### src/rtl/pipeline_swap_sequencer_pkg.sv
// rtl/pipeline_swap_sequencer_pkg.sv - swap FSM state encodings and fade length bounds
package pipeline_swap_sequencer_pkg;

   typedef enum logic [1:0] {
      SWAP_STATE_IDLE         = 2'd0,
      SWAP_STATE_WAIT_STANDBY = 2'd1,
      SWAP_STATE_FADING       = 2'd2,
      SWAP_STATE_COMMIT       = 2'd3
   } swap_state_e;

   localparam int FADE_LEN_LOG2_MIN = 1;
   localparam int FADE_LEN_LOG2_MAX = 12;

   function automatic logic legal_fade_len(input int l);
      return (l >= FADE_LEN_LOG2_MIN) && (l <= FADE_LEN_LOG2_MAX);
   endfunction

endpackage

### src/rtl/pipeline_swap_sequencer_if.sv
// rtl/pipeline_swap_sequencer_if.sv - control and sample bus between pipelines, sequencer and mixer
interface pipeline_swap_sequencer_if #(
   parameter int DATA_WIDTH = 16
);
   logic                         swap_req;
   logic                         standby_syncing;
   logic                         standby_resetting;
   logic                         sample_tick;
   logic signed [DATA_WIDTH-1:0] sample_a;
   logic signed [DATA_WIDTH-1:0] sample_b;
   logic signed [DATA_WIDTH-1:0] out_sample;
   logic                         out_valid;
   logic                         current_pipeline;
   logic                         swapping;
   logic                         swap_done;

   modport master (
      output swap_req, standby_syncing, standby_resetting, sample_tick, sample_a, sample_b,
      input  out_sample, out_valid, current_pipeline, swapping, swap_done
   );

   modport slave (
      input  swap_req, standby_syncing, standby_resetting, sample_tick, sample_a, sample_b,
      output out_sample, out_valid, current_pipeline, swapping, swap_done
   );
endinterface

### src/rtl/pipeline_swap_sequencer_crossfade_mac.sv
// rtl/pipeline_swap_sequencer_crossfade_mac.sv - 2-stage weighted sum (active*(2^L-w) + standby*w) >>> L
module pipeline_swap_sequencer_crossfade_mac #(
   parameter int DATA_WIDTH    = 16,
   parameter int FADE_LEN_LOG2 = 8
) (
   input  logic                         i_clk,
   input  logic                         i_reset,
   input  logic signed [DATA_WIDTH-1:0] i_active,
   input  logic signed [DATA_WIDTH-1:0] i_standby,
   input  logic [FADE_LEN_LOG2:0]       i_weight,
   input  logic                         i_valid,
   output logic signed [DATA_WIDTH-1:0] o_sample,
   output logic                         o_valid
);
   localparam int L  = FADE_LEN_LOG2;
   localparam int PW = DATA_WIDTH + L + 2;
   localparam logic [L:0] FULL_WEIGHT = {1'b1, {L{1'b0}}};

   logic [L:0]                   w_cweight;
   logic signed [PW-1:0]         w_active_ext;
   logic signed [PW-1:0]         w_standby_ext;
   logic signed [PW-1:0]         w_cweight_ext;
   logic signed [PW-1:0]         w_weight_ext;
   logic signed [PW-1:0]         w_prod_a;
   logic signed [PW-1:0]         w_prod_s;
   logic signed [PW:0]           w_sum;
   logic signed [DATA_WIDTH-1:0] w_mix;

   logic signed [PW-1:0]         r_prod_a;
   logic signed [PW-1:0]         r_prod_s;
   logic                         r_valid1;
   logic signed [DATA_WIDTH-1:0] r_sample;
   logic                         r_valid2;

   // Weights are non-negative, so they are zero-extended before the signed multiply.
   assign w_cweight     = FULL_WEIGHT - i_weight;
   assign w_active_ext  = {{(L+2){i_active[DATA_WIDTH-1]}}, i_active};
   assign w_standby_ext = {{(L+2){i_standby[DATA_WIDTH-1]}}, i_standby};
   assign w_cweight_ext = {{(DATA_WIDTH+1){1'b0}}, w_cweight};
   assign w_weight_ext  = {{(DATA_WIDTH+1){1'b0}}, i_weight};
   assign w_prod_a      = w_active_ext * w_cweight_ext;
   assign w_prod_s      = w_standby_ext * w_weight_ext;

   // Convex combination: the floored quotient always fits back into DATA_WIDTH.
   assign w_sum = {r_prod_a[PW-1], r_prod_a} + {r_prod_s[PW-1], r_prod_s};
   assign w_mix = DATA_WIDTH'(w_sum >>> L);

   always_ff @(posedge i_clk) begin
      if (i_reset) begin
         r_prod_a <= '0;
         r_prod_s <= '0;
         r_valid1 <= 1'b0;
         r_sample <= '0;
         r_valid2 <= 1'b0;
      end else begin
         r_prod_a <= w_prod_a;
         r_prod_s <= w_prod_s;
         r_valid1 <= i_valid;
         r_sample <= w_mix;
         r_valid2 <= r_valid1;
      end
   end

   assign o_sample = r_sample;
   assign o_valid  = r_valid2;

endmodule

### src/rtl/pipeline_swap_sequencer.sv
// rtl/pipeline_swap_sequencer.sv - active/standby pipeline handover with a linear sample crossfade
module pipeline_swap_sequencer
   import pipeline_swap_sequencer_pkg::*;
#(
   parameter int DATA_WIDTH    = 16,
   parameter int FADE_LEN_LOG2 = 8
) (
   input  logic                       i_clk,
   input  logic                       i_reset,
   pipeline_swap_sequencer_if.slave   bus
);
   localparam int L = FADE_LEN_LOG2;

   if (!legal_fade_len(FADE_LEN_LOG2)) begin : g_bad_fade_len
      $error("FADE_LEN_LOG2 out of legal range");
   end

   swap_state_e                  r_state;
   logic [L-1:0]                 r_ctr;
   logic                         r_current;
   logic                         r_swap_done;

   logic [L:0]                   w_weight;
   logic signed [DATA_WIDTH-1:0] w_active;
   logic signed [DATA_WIDTH-1:0] w_standby;

   always_ff @(posedge i_clk) begin
      if (i_reset) begin
         r_state     <= SWAP_STATE_IDLE;
         r_ctr       <= '0;
         r_current   <= 1'b0;
         r_swap_done <= 1'b0;
      end else begin
         r_swap_done <= 1'b0;
         case (r_state)
            SWAP_STATE_IDLE: begin
               if (bus.swap_req) r_state <= SWAP_STATE_WAIT_STANDBY;
            end
            SWAP_STATE_WAIT_STANDBY: begin
               if (!bus.standby_syncing && !bus.standby_resetting) begin
                  r_ctr   <= '0;
                  r_state <= SWAP_STATE_FADING;
               end
            end
            SWAP_STATE_FADING: begin
               if (bus.sample_tick) begin
                  r_ctr <= r_ctr + 1'b1;
                  if (r_ctr == {L{1'b1}}) r_state <= SWAP_STATE_COMMIT;
               end
            end
            SWAP_STATE_COMMIT: begin
               r_current   <= ~r_current;
               r_swap_done <= 1'b1;
               r_state     <= SWAP_STATE_IDLE;
            end
            default: r_state <= SWAP_STATE_IDLE;
         endcase
      end
   end

   // During COMMIT the old selection is still live, so full weight yields pure standby.
   always_comb begin
      w_weight = '0;
      case (r_state)
         SWAP_STATE_FADING: w_weight = {1'b0, r_ctr};
         SWAP_STATE_COMMIT: w_weight = {1'b1, {L{1'b0}}};
         default:           w_weight = '0;
      endcase
   end

   assign w_active  = r_current ? bus.sample_b : bus.sample_a;
   assign w_standby = r_current ? bus.sample_a : bus.sample_b;

   pipeline_swap_sequencer_crossfade_mac #(
      .DATA_WIDTH    (DATA_WIDTH),
      .FADE_LEN_LOG2 (FADE_LEN_LOG2)
   ) u_mac (
      .i_clk     (i_clk),
      .i_reset   (i_reset),
      .i_active  (w_active),
      .i_standby (w_standby),
      .i_weight  (w_weight),
      .i_valid   (bus.sample_tick),
      .o_sample  (bus.out_sample),
      .o_valid   (bus.out_valid)
   );

   assign bus.current_pipeline = r_current;
   assign bus.swapping         = (r_state != SWAP_STATE_IDLE);
   assign bus.swap_done        = r_swap_done;

endmodule

### src/flat_wrapper.sv
// flat-port wrapper written by rule: the top's interface ports become plain ports
module pipeline_swap_sequencer_flat import pipeline_swap_sequencer_pkg::*;
#(
   parameter int DATA_WIDTH    = 16,
   parameter int FADE_LEN_LOG2 = 8
)
  (i_clk, i_reset, bus_swap_req, bus_standby_syncing, bus_standby_resetting, bus_sample_tick, bus_sample_a, bus_sample_b, bus_out_sample, bus_out_valid, bus_current_pipeline, bus_swapping, bus_swap_done);
  pipeline_swap_sequencer_if #(.DATA_WIDTH(DATA_WIDTH)) bus_i ();
  input  logic i_clk;
  input  logic i_reset;
  input wire logic [$bits(bus_i.swap_req)-1:0] bus_swap_req;
  input wire logic [$bits(bus_i.standby_syncing)-1:0] bus_standby_syncing;
  input wire logic [$bits(bus_i.standby_resetting)-1:0] bus_standby_resetting;
  input wire logic [$bits(bus_i.sample_tick)-1:0] bus_sample_tick;
  input wire logic [$bits(bus_i.sample_a)-1:0] bus_sample_a;
  input wire logic [$bits(bus_i.sample_b)-1:0] bus_sample_b;
  output wire logic [$bits(bus_i.out_sample)-1:0] bus_out_sample;
  output wire logic [$bits(bus_i.out_valid)-1:0] bus_out_valid;
  output wire logic [$bits(bus_i.current_pipeline)-1:0] bus_current_pipeline;
  output wire logic [$bits(bus_i.swapping)-1:0] bus_swapping;
  output wire logic [$bits(bus_i.swap_done)-1:0] bus_swap_done;
  assign bus_i.swap_req = bus_swap_req;
  assign bus_i.standby_syncing = bus_standby_syncing;
  assign bus_i.standby_resetting = bus_standby_resetting;
  assign bus_i.sample_tick = bus_sample_tick;
  assign bus_i.sample_a = bus_sample_a;
  assign bus_i.sample_b = bus_sample_b;
  assign bus_out_sample = bus_i.out_sample;
  assign bus_out_valid = bus_i.out_valid;
  assign bus_current_pipeline = bus_i.current_pipeline;
  assign bus_swapping = bus_i.swapping;
  assign bus_swap_done = bus_i.swap_done;
  pipeline_swap_sequencer #(.DATA_WIDTH(DATA_WIDTH), .FADE_LEN_LOG2(FADE_LEN_LOG2)) u_core (.i_clk(i_clk), .i_reset(i_reset), .bus(bus_i));
endmodule
### config.mk
export PLATFORM = sky130hd
export DESIGN_NAME = pipeline_swap_sequencer_flat
export DESIGN_NICKNAME = d
export VERILOG_FILES = /design/src/rtl/pipeline_swap_sequencer_pkg.sv /design/src/rtl/pipeline_swap_sequencer_if.sv /design/src/rtl/pipeline_swap_sequencer_crossfade_mac.sv /design/src/rtl/pipeline_swap_sequencer.sv /design/src/flat_wrapper.sv
export SDC_FILE = /design/constraint.sdc
export NUM_CORES = 1
export LEC_CHECK = 0
export CORE_UTILIZATION = 58
export CTS_CLUSTER_SIZE = 16
export DETAILED_ROUTE_END_ITERATION = 10
export GPL_TIMING_DRIVEN = 0
export PLACE_DENSITY = 0.81
export SETUP_SLACK_MARGIN = 0.3
export SKIP_CTS_REPAIR_TIMING = 1
export SLEW_MARGIN = 20
export SYNTH_ARGS = -nofsm -noshare
export SYNTH_HDL_FRONTEND = slang
export SYNTH_SLANG_ARGS = --single-unit
### constraint.sdc
create_clock -name i_clk -period 7.46 [get_ports i_clk]
set_clock_uncertainty 0.1 [all_clocks]
set_input_delay 2.238 -clock i_clk [delete_from_list [all_inputs] [get_ports i_clk]]
set_output_delay 2.238 -clock i_clk [all_outputs]
set_load 0.01 [all_outputs]
-- After elaboration in Yosys (flattened, before gate mapping)
Index checks and enable logic that the tools add are counted.
- flip-flop bits (word level): 78
- input port bits: 38
- output and inout bits: 20
- word-level logic and storage cells: 43
- add/subtract/negate cells: 3
- $mul: 2
- equal/unequal tests: 8
- muxes and demuxes: 12
- bitwise logic cells: 1
- reductions and logical operators: 8
- operator list (kind ; count):
    $mul A16 B10 Y24 ; 2
    $mux W16 ; 2
    $add A24 B24 Y24 ; 1
    $pmux W9 S2 ; 1
    $mux W8 ; 2
    $pmux W8 S2 ; 1
    $sub A9 B9 Y9 const A ; 1
    $add A8 B1 Y8 const B ; 1
    $eq A8 B8 Y1 const B ; 1
    $mux W2 ; 4
    $pmux W2 S4 ; 1
    $eq A2 B2 Y1 const B ; 2
    $ne A2 B1 Y1 const B ; 2
    $ne A2 B2 Y1 const B ; 2
    $reduce_and A4 Y1 ; 1
    $reduce_bool A2 Y1 ; 2
    $reduce_and A3 Y1 ; 1
    $eq A2 B1 Y1 const B ; 1
    $logic_not A1 Y1 ; 2
    $logic_not A2 Y1 ; 1
    $logic_and A1 B1 Y1 ; 1
    $mux W1 ; 1
    $not A1 Y1 ; 1

-- Depth between registers and ports, before layout
- depth in word-level cells: 4
- depth in mapped cells: 30
- depth with buffers taken out: 26

-- By module
A second synthesis with hierarchy kept.
- cell total of the unflattened synthesis: 1511
- area total of the unflattened synthesis: 13593.0 µm²
- modules (own cells, without submodules) (module ; times used ; cells an instance ; area each (µm²) ; sequential area each (µm²)):
    pipeline_swap_sequencer_crossfade_mac ; 1 ; 1389 ; 12503.2 ; 1321.3
    pipeline_swap_sequencer ; 1 ; 122 ; 1089.8 ; 240.2

-- Worst setup path before layout
No wires, ideal clock.
- path kind: input -> register
- start point: input port bus_sample_a[5]
- end point: register u_core.u_mac.r_prod_s[22]
- setup time: 121 ps
- arrival time: 7147 ps
- required time: 7239 ps
- setup slack: 92 ps
- stages on the path: 18
- buffers on the path: 0
- cell sequence: mux2i_1 nor2_1 fa_1 inv_1 fa_1 fa_1 inv_1 fa_1 fa_1 ha_1 or4_4 o21bai_4 a221oi_2 o21bai_2 o311a_1 o21ai_2 a21oi_2 mux2_4
- cells in the longest elaborated chain, start to end: 2
- ends and longest elaborated chain (element ; RTL line ; text):
    start, declared ; flat_wrapper.sv:15 ; input wire logic [$bits(bus_i.sample_a)-1:0] bus_sample_a;
    $mux W16 ; pipeline_swap_sequencer.sv:72 ; assign w_standby = r_current ? bus.sample_a : bus.sample_b;
    $mul A16 B10 Y24 ; pipeline_swap_sequencer_crossfade_mac.sv:42 ; assign w_prod_s = w_standby_ext * w_weight_ext;
    end signal, assigned ; pipeline_swap_sequencer_crossfade_mac.sv:57 ; r_prod_s <= w_prod_s;
    end, declared ; pipeline_swap_sequencer_crossfade_mac.sv:30 ; logic signed [PW-1:0] r_prod_s;
Every way passes these cells.
A chain may end at the register's enable or synchronous reset.

-- Worst setup path after layout
Same ends and word-level chain as after synthesis.

==> results.py <==
metrics = {
    "routing": {
        "viasPerCell": 5.89,
        "drt_iter0_markers": 1121,
        "drt-pass1-iter-count": 6,
        "vias": 11200,
        "drcViolationCount": 0,
        "routed_wl_um": 36900,
        "wire_per_inst_um": 19.4,
        "ant_nets": 0,
    },
    "global_routing": {
        "grt_max_degree": 16,
        "track_usage_pct": 31.4,
        "grt_pass1_vias": 11200,
        "grt_pass1_wl_um": 56600,
        "grt_overflow": 0,
        "antenna_found_initial": 1,
    },
    "hold_path": {
        "worstHoldPathType": "reg2reg",
        "hold-path-endpoint": "u_core.u_mac.o_valid",
        "hp-start": "u_core.u_mac.r_valid1",
        "hold_path_depth": 1,
    },
    "cells_and_area": {
        "areaGrowthSynthToFinish_pct": 15.7,
        "fin_nets": 2016,
        "post-route-util_pct": 68.4,
        "fill_cells": 1634,
        "drive_gt1_share_pct": 11.6,
        "fin_area_mm2": 0.0155,
    },
    "synth": {
        "synthDistinctLibCells": 61,
        "synthesis.area_mm2": 0.0134,
        "synth_edf_count": 0,
        "synth.top_cells.by_count": "inv_1 (265), fa_1 (230), nor2_1 (226)",
        "ys.flop_type": "dfxtp_1",
        "synth_area_leader_cell": "fa_1",
        "yosys.area.top_type_share_pct": 34.4,
        "synth_cells": 1518,
        "ys_warn_count": 0,
        "synth_fp_nets": 1919,
        "synth_most_common_cell": "inv_1",
        "netlist_top_cells_area": "fa_1 (34%), ha_1 (12%), dfxtp_1 (12%), inv_1 (7.4%), nor2_1 (6.3%)",
        "ys_seq_elements": 78,
        "yosysSeqAreaShare_pct": 11.7,
        "ys_async_sr_fraction_pct": 0,
        "syn_avg_cell_area_um2": 8.83,
    },
    "cts": {
        "path_clk_slew_ns": 0.06,
        "cts_buffers": 9,
        "worstSkewPairLatency_ns": 0.35,
        "clock_path_buffers": 2,
        "htree_levels": 3,
        "cts_tree": "built",
        "numClockSinks": 78,
        "cts-root-buf": "clkbuf_16",
    },
    "sta": {
        "max_freq_mhz": 132,
        "period_minus_slack_ns": 7.60,
        "slew_headroom_pct": 37.3,
        "setup_tns_ns": -0.223,
        "hold_violations": 0,
        "setup_ws_ns": -0.143,
        "finalMaxSlewViolations": 0,
        "finalCritPeriodShare_pct": 102,
        "worst_pin_slew_ns": 0.941,
        "setup_viol": 2,
        "rsz0062_at_grt": "yes",
    },
    "power": {
        "power.leakage_nw": 7.79,
        "ir_worst_vdd_v": 0.000141,
        "powerDensity_mw_per_mm2": 125,
    },
    "worst_setup_path": {
        "rr_startpoint": "u_core.bus.current_pipeline",
        "path_max_fanout": 5,
        "worstSetupPathType": "in2reg",
        "end_kind": "flip-flop",
        "r2r_end": "u_core.u_mac.r_prod_s[22]",
        "reg2reg_depth": 22,
        "rrSetupSlack_ns": -0.02,
        "startpoint_type": "input pin",
        "crit_start": "bus_sample_a[5]",
        "crit_required_ns": 7.60,
        "cp_data_arrival_time_ns": 7.74,
    },
    "die": {
        "core_area_mm2": 0.0226,
        "die_w_um": 154,
        "fp.dieArea_mm2": 0.0237,
        "initial_core_util_pct": 59.2,
        "die_y_um": 154,
        "num_io_pins": 58,
        "placementRows": 55,
    },
    "place": {
        "dpl-instance-area_mm2": 0.0143,
        "dp.final_hpwl_um": 29200,
        "io_buffer_count": 57,
        "finalWeightedCongestion": 0.972,
    },
    "run": {
        "cap_violations": 0,
    },
    "status": {
        "outcome": "finished, violations left",
        "violations": "negative setup slack",
    },
}
==> registers in the layout, summed over array words and instances (netlist names) <==
register	cells
u_core.bus.current_pipeline	1
u_core.u_mac.r_prod_a	24
u_core.u_mac.o_sample	16
u_core.u_mac.o_valid	1
u_core.u_mac.r_valid1	1
u_core.u_mac.r_prod_s	24
u_core.bus.swap_done	1
u_core.r_state	2
u_core.r_ctr	8
==> worst max path at each step <==
stage                                 to  depth (start not counted)
2_1_floorplan  u_core.u_mac.r_prod_s[22]                         19
3_3_place_gp   u_core.u_mac.r_prod_a[22]                         24
3_5_place_dp   u_core.u_mac.r_prod_a[22]                         24
4_1_cts        u_core.u_mac.r_prod_a[22]                         24
5_1_grt        u_core.u_mac.r_prod_s[22]                         20
6_report       u_core.u_mac.r_prod_s[22]                         20
==> layout by cell type (no fill, tap or decap), types with 19 or more instances in the layout <==
cell type        count
nand2_1            136
buf_4               30
xnor2_1             42
xor2_1              24
nor3_1              19
nor2_1             219
nor2b_1             22
clkbuf_1            23
clkdlybuf4s50_1     25
a21oi_1             35
ha_1               128
and2_1              19
fa_1               226
inv_1              261
dfxtp_1             77
o21ai_0             23
==> stage by stage <==
step / std cells / worst slack (ns) / total power [mW] / hold WS, ns
2_1_floorplan: 1518 / 0.142 / 1.10 / 0.314
3_3_place_gp: 1860 / -1.30 / 1.34 / 0.324
3_5_place_dp: 1860 / -1.38 / 1.37 / 0.332
4_1_cts: 1876 / -1.39 / 1.83 / 0.347
5_1_grt: 1905 / -0.241 / 2.05 / 0.379
6_report: 1906 / -0.143 / 1.94 / 0.355
==> cell families after synthesis <==
group                      count (synthesis)  share of synthesized area (%)
AOI/OAI and AO/OA                        148                           7.45
muxes                                     62                           4.94
buffers and inverters                    309                           8.74
adders and majority gates                363                           46.8
xor gates and xnor gates                  76                           4.97
DFF                                       78                           11.7
and+or+nand+nor                          482                           15.5
==> critical path, stage by stage <==
cell and delay [ns]:
buf_8 0.09, mux2_4 0.19, nand2_2 0.09, fa_1 0.59, inv_1 0.06, fa_1 0.50, inv_2 0.04, fa_1 0.47
fa_1 0.53, inv_2 0.04, fa_1 0.50, ha_4 0.20, or4_4 0.51, o21bai_4 0.21, a221oi_4 0.29, o21bai_2 0.16
o311a_1 0.40, o21ai_2 0.22, a21oi_2 0.10, mux2_4 0.30
==> where the power goes <==
group | leakage (nW) | total, mW | switching [mW] | internal, mW
sequential | 0.636 | 0.495 | 0.0227 | 0.473
clock | 0.140 | 0.457 | 0.194 | 0.263
combinational | 7.02 | 0.986 | 0.574 | 0.412
total | 7.79 | 1.94 | 0.790 | 1.15
==> final cells by class <==
class                   instances  area [um^2]  share of cell area, %
multi-input cells            1132        11200                   72.5
flip-flops and latches         78         1560                   10.1
well taps                     285          357                   2.30
diodes                          1         2.50                 0.0161
plain buffers                  42          205                   1.32
clock buffers                   9          225                   1.45
repair buffers                 85          827                   5.34
inverters                     267         1010                   6.50
clock inverters                 7         81.3                  0.525
==> routing by layer <==
layer | share of wire [%] | GRT usage, % | wire [um] | up-vias
met5 | 0 | 0 | 0 | -
met2 | 47 | 50.3 | 17200 | 620
met1 | 37 | 40.3 | 13800 | 5518
met3 | 10 | 6.23 | 3870 | 142
li1 | - | - | - | 4940
met4 | 5.7 | 17.1 | 2110 | 0
Power figures use the tool's default switching activity.
